## config.mk

```make
export PLATFORM = sky130hd
export DESIGN_NAME = cp0_exception_controller
export DESIGN_NICKNAME = d
export VERILOG_FILES = /design/src/rtl/cp0_exception_controller.sv
export SDC_FILE = /design/constraint.sdc
export NUM_CORES = 1
export LEC_CHECK = 0
export CAP_MARGIN = 40
export CORE_UTILIZATION = 38
export CTS_CLUSTER_DIAMETER = 80
export DETAILED_ROUTE_END_ITERATION = 7
export GPL_TIMING_DRIVEN = 1
export HOLD_SLACK_MARGIN = 0.15
export PLACE_DENSITY = 0.8
export SETUP_SLACK_MARGIN = 0.02
export SYNTH_ARGS = -nofsm -noshare
export SYNTH_HDL_FRONTEND = slang
export SYNTH_SLANG_ARGS = --single-unit
```

## constraint.sdc

```tcl
create_clock -name clock -period 9.04 [get_ports clock]
set_input_delay 2.712 -clock clock [delete_from_list [all_inputs] [get_ports clock]]
set_output_delay 2.712 -clock clock [all_outputs]
set_load 0.005 [all_outputs]
```

## src/rtl/cp0_exception_controller.sv

```systemverilog
// CP0 exception/interrupt sequencer: owns Status/Cause/EPC, arbitrates decode-stage
// events by fixed priority and issues a one-cycle fetch redirect to the handler or EPC.
module cp0_exception_controller #(
    parameter logic [31:0] HANDLER_ADDR = 32'h0000F000,
    parameter int          INT_LINES    = 6
) (
    input  logic                 clock,
    input  logic                 reset,
    input  logic                 Commit,
    input  logic [31:0]          PC_plus_4,
    input  logic                 Break,
    input  logic                 Syscall,
    input  logic                 Overflow,
    input  logic                 Divide_zero,
    input  logic                 Reserved_instruction,
    input  logic                 Eret,
    input  logic                 Mtc0,
    input  logic                 Mfc0,
    input  logic [4:0]           Cp0_reg,
    input  logic [31:0]          Mtc0_data,
    input  logic [INT_LINES-1:0] Interrupt_in,
    output logic [31:0]          Cp0_read_data,
    output logic                 Redirect,
    output logic [31:0]          Redirect_pc,
    output logic                 Stall,
    output logic [31:0]          Status,
    output logic [31:0]          Cause,
    output logic [31:0]          EPC
);

    typedef enum logic [1:0] {
        IDLE   = 2'd0,
        ENTER  = 2'd1,
        RETURN = 2'd2
    } state_e;

    state_e                 state_q;
    logic [INT_LINES-1:0]   sync1_q;
    logic [INT_LINES-1:0]   sync2_q;
    logic [31:0]            status_q;
    logic [31:0]            status_d;
    logic [31:0]            epc_q;
    logic [31:0]            epc_d;
    logic [4:0]             exc_code_q;
    logic [4:0]             exc_code_d;
    logic [1:0]             ip_sw_q;
    logic [1:0]             ip_sw_d;
    logic                   redirect_q;
    logic                   stall_q;
    logic [31:0]            redirect_pc_q;

    logic [5:0]             ip_hw_s;
    logic [31:0]            cause_s;
    logic                   idle_commit_s;
    logic                   int_req_s;
    logic                   exc_take_s;
    logic [4:0]             exc_code_s;
    logic                   eret_take_s;
    logic                   mtc0_take_s;

    // Map the synchronized interrupt lines onto the hardware IP field
    always_comb begin
        ip_hw_s = 6'd0;
        for (int i = 0; i < INT_LINES; i++) begin
            ip_hw_s[i] = sync2_q[i];
        end
    end

    assign cause_s       = {16'h0000, ip_hw_s, ip_sw_q, 1'b0, exc_code_q, 2'b00};
    assign idle_commit_s = (state_q == IDLE) && Commit;
    assign int_req_s     = status_q[0] & (|(cause_s[15:8] & status_q[15:8]));

    // Fixed-priority event arbitration; synchronous exceptions ignore IE
    always_comb begin
        exc_take_s = 1'b1;
        exc_code_s = 5'd0;
        if (!idle_commit_s) begin
            exc_take_s = 1'b0;
        end else if (Reserved_instruction) begin
            exc_code_s = 5'd10;
        end else if (Break) begin
            exc_code_s = 5'd9;
        end else if (Syscall) begin
            exc_code_s = 5'd8;
        end else if (Overflow) begin
            exc_code_s = 5'd12;
        end else if (Divide_zero) begin
            exc_code_s = 5'd7;
        end else if (int_req_s) begin
            exc_code_s = 5'd0;
        end else begin
            exc_take_s = 1'b0;
        end
    end

    assign eret_take_s = idle_commit_s & Eret & ~exc_take_s;
    assign mtc0_take_s = idle_commit_s & Mtc0 & ~exc_take_s & ~Eret;

    // Next-state values of the CP0 registers
    always_comb begin
        status_d   = status_q;
        epc_d      = epc_q;
        exc_code_d = exc_code_q;
        ip_sw_d    = ip_sw_q;
        if (exc_take_s) begin
            epc_d       = PC_plus_4;
            exc_code_d  = exc_code_s;
            status_d[0] = 1'b0;
        end else if (eret_take_s) begin
            status_d[0] = 1'b1;
        end else if (mtc0_take_s) begin
            case (Cp0_reg)
                5'd12:   status_d = Mtc0_data;
                5'd13:   ip_sw_d  = Mtc0_data[9:8];
                5'd14:   epc_d    = Mtc0_data;
                default: status_d = status_q;
            endcase
        end else begin
            status_d = status_q;
        end
    end

    // Sequencer state, CP0 registers, synchronizer and registered redirect outputs
    always_ff @(posedge clock or posedge reset) begin
        if (reset) begin
            state_q       <= IDLE;
            sync1_q       <= '0;
            sync2_q       <= '0;
            status_q      <= 32'd0;
            epc_q         <= 32'd0;
            exc_code_q    <= 5'd0;
            ip_sw_q       <= 2'd0;
            redirect_q    <= 1'b0;
            stall_q       <= 1'b0;
            redirect_pc_q <= 32'd0;
        end else begin
            sync1_q    <= Interrupt_in;
            sync2_q    <= sync1_q;
            status_q   <= status_d;
            epc_q      <= epc_d;
            exc_code_q <= exc_code_d;
            ip_sw_q    <= ip_sw_d;
            case (state_q)
                IDLE: begin
                    if (exc_take_s) begin
                        state_q       <= ENTER;
                        redirect_q    <= 1'b1;
                        stall_q       <= 1'b1;
                        redirect_pc_q <= HANDLER_ADDR;
                    end else if (eret_take_s) begin
                        // EPC cannot change while in RETURN, so sample it now
                        state_q       <= RETURN;
                        redirect_q    <= 1'b1;
                        stall_q       <= 1'b1;
                        redirect_pc_q <= epc_q;
                    end else begin
                        state_q       <= IDLE;
                        redirect_q    <= 1'b0;
                        stall_q       <= 1'b0;
                        redirect_pc_q <= 32'd0;
                    end
                end
                ENTER, RETURN: begin
                    state_q       <= IDLE;
                    redirect_q    <= 1'b0;
                    stall_q       <= 1'b0;
                    redirect_pc_q <= 32'd0;
                end
                default: begin
                    state_q       <= IDLE;
                    redirect_q    <= 1'b0;
                    stall_q       <= 1'b0;
                    redirect_pc_q <= 32'd0;
                end
            endcase
        end
    end

    // mfc0 read mux; unmapped registers and idle strobe read all-ones
    always_comb begin
        Cp0_read_data = 32'hFFFFFFFF;
        if (Mfc0) begin
            case (Cp0_reg)
                5'd12:   Cp0_read_data = status_q;
                5'd13:   Cp0_read_data = cause_s;
                5'd14:   Cp0_read_data = epc_q;
                default: Cp0_read_data = 32'hFFFFFFFF;
            endcase
        end else begin
            Cp0_read_data = 32'hFFFFFFFF;
        end
    end

    assign Redirect    = redirect_q;
    assign Stall       = stall_q;
    assign Redirect_pc = redirect_pc_q;
    assign Status      = status_q;
    assign Cause       = cause_s;
    assign EPC         = epc_q;

endmodule

```

==> parameters.txt <==
Parameter                              Value

Worst setup path
  Kind of end point of the critical path ... output pin
  Most Frequent Cell on Critical Path ... clkdlybuf4s50_1
  Element type at the critical path start ... primary input
  Cell breakdown of the critical path ... clkdlybuf4s50_1, nand3b_1, a211o_1, buf_16, a221oi_1, nand2_1, clkdlybuf4s50_1
  Classification of the worst setup path ... primary input to output pin
  Depth of the worst register-to-register path ... 4
  Maximum net fanout on the critical path ... 21
  CP delay by family, top ... buffers and inverters
  Critical path arrival ... 5090 ps
  Slowest cell delay on critical path ... 540 ps
  CP Data Required Time ... 6330 ps
  Cell at the slowest stage of the critical path ... a211o_1
  CP Buf/Inv Count ... 3
  CP Depth ... 7

Synthesis
  Gate count of the mapped netlist ... 483
  Top FF cell, synth ... dfrtp_1
  Number of flops mapped to enable cells by yosys ... 0
  Sequential fraction of the synthesis area ... 52.5%
  Synth Warn # ... 0
  Yosys reg bits ... 117
  Number of distinct library cells after synthesis ... 41
  Netlist Area Pre-Place ... 0.00557 mm2
  Share of synthesized flip-flops with an asynchronous set or reset ... 100%
  Mean instance size in the synthesized netlist ... 11.5 um2

Clocking
  Clock root buffer ... clkbuf_16
  Clock H-tree levels ... 4
  CTS clock-pin slew for the worst setup and hold paths ... 50 ps
  Inserted Clock Buffers ... 17
  Maximum root-to-sink buffer count ... 2
  CTS tree ... yes
  Cells resized by post-CTS repair ... 0
  Worst-Skew Late Latency ... 400 ps
  Count of clock tree sinks ... 117
  Post-CTS Repair Setup Buffers ... 0
  Hold_buf cts ... 0

Worst hold path
  Class of the worst hold path ... flip-flop to flip-flop
  Hold Path Cell Cnt ... 0

STA
  Setup total negative slack ... 0 ps
  Final worst hold slack ... 346 ps
  Tcrit/Tclk final ... 86.3%
  Slew headroom ... 44.2%
  RSZ-0062 raised after global routing ... false
  Max Clk Rate ... 128 MHz
  Transition time of the tightest slew-check pin ... 838 ps
  Final Critical Period ... 7800 ps
  Clock Skews ... 8.64 ps
  Fin. Hold Viols ... 0
  Max Transition Viols Final ... 0
  Final worst-path setup slack ... 1240 ps
  Final setup fails ... 0

Floorplanning
  Row count ... 43
  I/O pin count ... 248
  Starting density of the core ... 39.5%
  Std-Cell Core Area ... 0.0141 mm2
  Die Area ... 0.0151 mm2
  Height of the die ... 123 um
  Die span in x ... 123 um

Route
  Final routed wirelength across all metal layers ... 17,300 um
  Detailed Route Iter0 Violations ... 307
  Average via count per standard cell ... 5.32
  Post-detailed-route DRC marker count ... 0
  Total vias in the final route ... 4,755
  Drt first pass iters ... 4
  Residual antenna-violating net count after detailed routing ... 0
  DR WL/cell ... 19.3 um

Global routing
  Total Routing Usage GR ... 23.2%
  Number of antenna violations at the first check in global routing ... 1
  Maximum number of pins on one net before global-route repair ... 70
  Number of global-route vias before repair ... 4,966
  Global-route wire length before repair ... 26,400 um
  Overflow left after global routing ... 0

Placement
  Number of placed instances, taps included ... 860
  Placed Instance Area ... 0.00795 mm2
  HPWL after DPL ... 12,100 um
  RePlAce Congestion ... 0.830
  DP Worst Slack ... 1220 ps
  Buffers on Ports ... 227

Cells and area
  Final design utilization ... 60.5%
  Layout overhead on the synthesized area ... 53.0%
  Proportion of layout cells with a drive suffix above 1 ... 13.9%
  Number of fill cells ... 1,125
  Fin area ... 0.00853 mm2
  Layout Nets ... 785
  Finished Layout Cells ... 893

Power
  Total power density per cell area ... 169 mW/mm2
  Worst-case vdd ir drop ... 0.0886 mV
  Total power ... 1.44 mW
  Leakage power ... 3.70 nW

Outcome
  Run status ... completed

Flow run
  Number of max-cap violations ... 0
layout by cell type (no fill, tap or decap), types with 3 or more instances in the layout:
master / Yosys / routed
a21oi_1: 6 / 6
a221o_1: 20 / 20
a221oi_1: 12 / 12
a22o_1: 4 / 4
and2_1: 28 / 28
buf_4: 21 / 8
clkbuf_1: 26 / 3
clkbuf_16: 0 / 17
clkdlybuf4s50_1: 0 / 227
clkinv_2: 0 / 6
conb_1: 1 / 20
dfrtp_1: 117 / 117
inv_1: 38 / 37
mux2_1: 18 / 18
mux2_2: 17 / 17
nand2_1: 60 / 60
nor2_1: 7 / 7
o211ai_1: 32 / 32
o221ai_2: 30 / 30
per-layer routing:
metal  vias up  GRT usage, %  part of all wire, %  wire, um
li1       2143             -                    -         -
met1      2367          28.5                   41      7020
met2       218          39.1                   51      8790
met3        27          5.58                  6.5      1120
met4         0          9.71                  2.0       348
met5         -             0                    0         0
cell families after synthesis:
logic type | synth area share [%]
buffers and inverters | 8.67
DFF | 52.5
and+or+nand+nor | 10.3
other | 0.0673
muxes | 7.43
AOI/OAI and AO/OA | 21.0
cells in the mapped netlist, types with 2 or more instances:
library cell	number	share of area, %
o21ai_0	2	0.18
mux2_2	17	3.4
dfrtp_1	117	53
or2_2	2	0.22
and4_1	2	0.31
a22o_1	4	0.63
nand2_1	60	4.0
mux2i_1	2	0.36
nor3b_1	3	0.40
a221oi_1	12	1.9
nor3_1	4	0.36
a221o_1	20	3.6
buf_2	5	0.45
o221ai_1	2	0.31
o211ai_1	32	4.3
mux2_1	18	3.6
buf_1	4	0.27
o221ai_2	30	8.1
nor4_1	2	0.22
and2_1	28	3.1
clkbuf_1	26	1.8
buf_4	21	2.8
buf_6	4	0.81
a21oi_1	6	0.54
nor2_1	7	0.47
inv_1	38	2.6
worst register-to-register path: cells and delay by family, from the launching register on:
family / cells / cell delay [ps]
compound gates: 4 / 2090
flops: 1 / 420
cell type report:
| class | instances | area, um2 | area share [%] |
|---|---|---|---|
| antenna | 1 | 2.50 | 0.0294 |
| clock buffer | 22 | 464 | 5.44 |
| clock inverter | 10 | 105 | 1.23 |
| inverter | 38 | 145 | 1.70 |
| multi-input combinational | 287 | 2250 | 26.4 |
| sequential | 117 | 2930 | 34.3 |
| tap | 180 | 225 | 2.64 |
| timing repair buffer | 238 | 2400 | 28.2 |
power by group:
part | internal (mW) | switching [mW] | total, mW
combinational | 0.122 | 0.0844 | 0.206
clock | 0.417 | 0.229 | 0.645
sequential | 0.554 | 0.0320 | 0.586
total | 1.09 | 0.345 | 1.44
state kept, by name, indices dropped and copies added (netlist names):
name and cells:
ip_hw_s 6, state_q 2, ip_sw_q 2, EPC 32, sync1_q 6, Status 32, exc_code_q 4, Redirect_pc 32
Stall 1
worst paths after layout:
check | startpoint | to | slack, ps
min | sync1_q[4]$_DFF_PP0_ | ip_hw_s[4]$_DFF_PP0_ | 350
min reg2reg | sync1_q[4]$_DFF_PP0_ | ip_hw_s[4]$_DFF_PP0_ | 350
max | Cp0_reg[4] | Cp0_read_data[3] | 1240
max in group asynchronous | reset | EPC[4]$_DFFE_PP0P_ | 4990
max reg2reg | Status[13]$_DFFE_PP0P_ | EPC[12]$_DFFE_PP0P_ | 6420
min in group asynchronous | reset | Redirect_pc[20]$_DFF_PP0_ | 2800
Power figures use the tool's default switching activity.
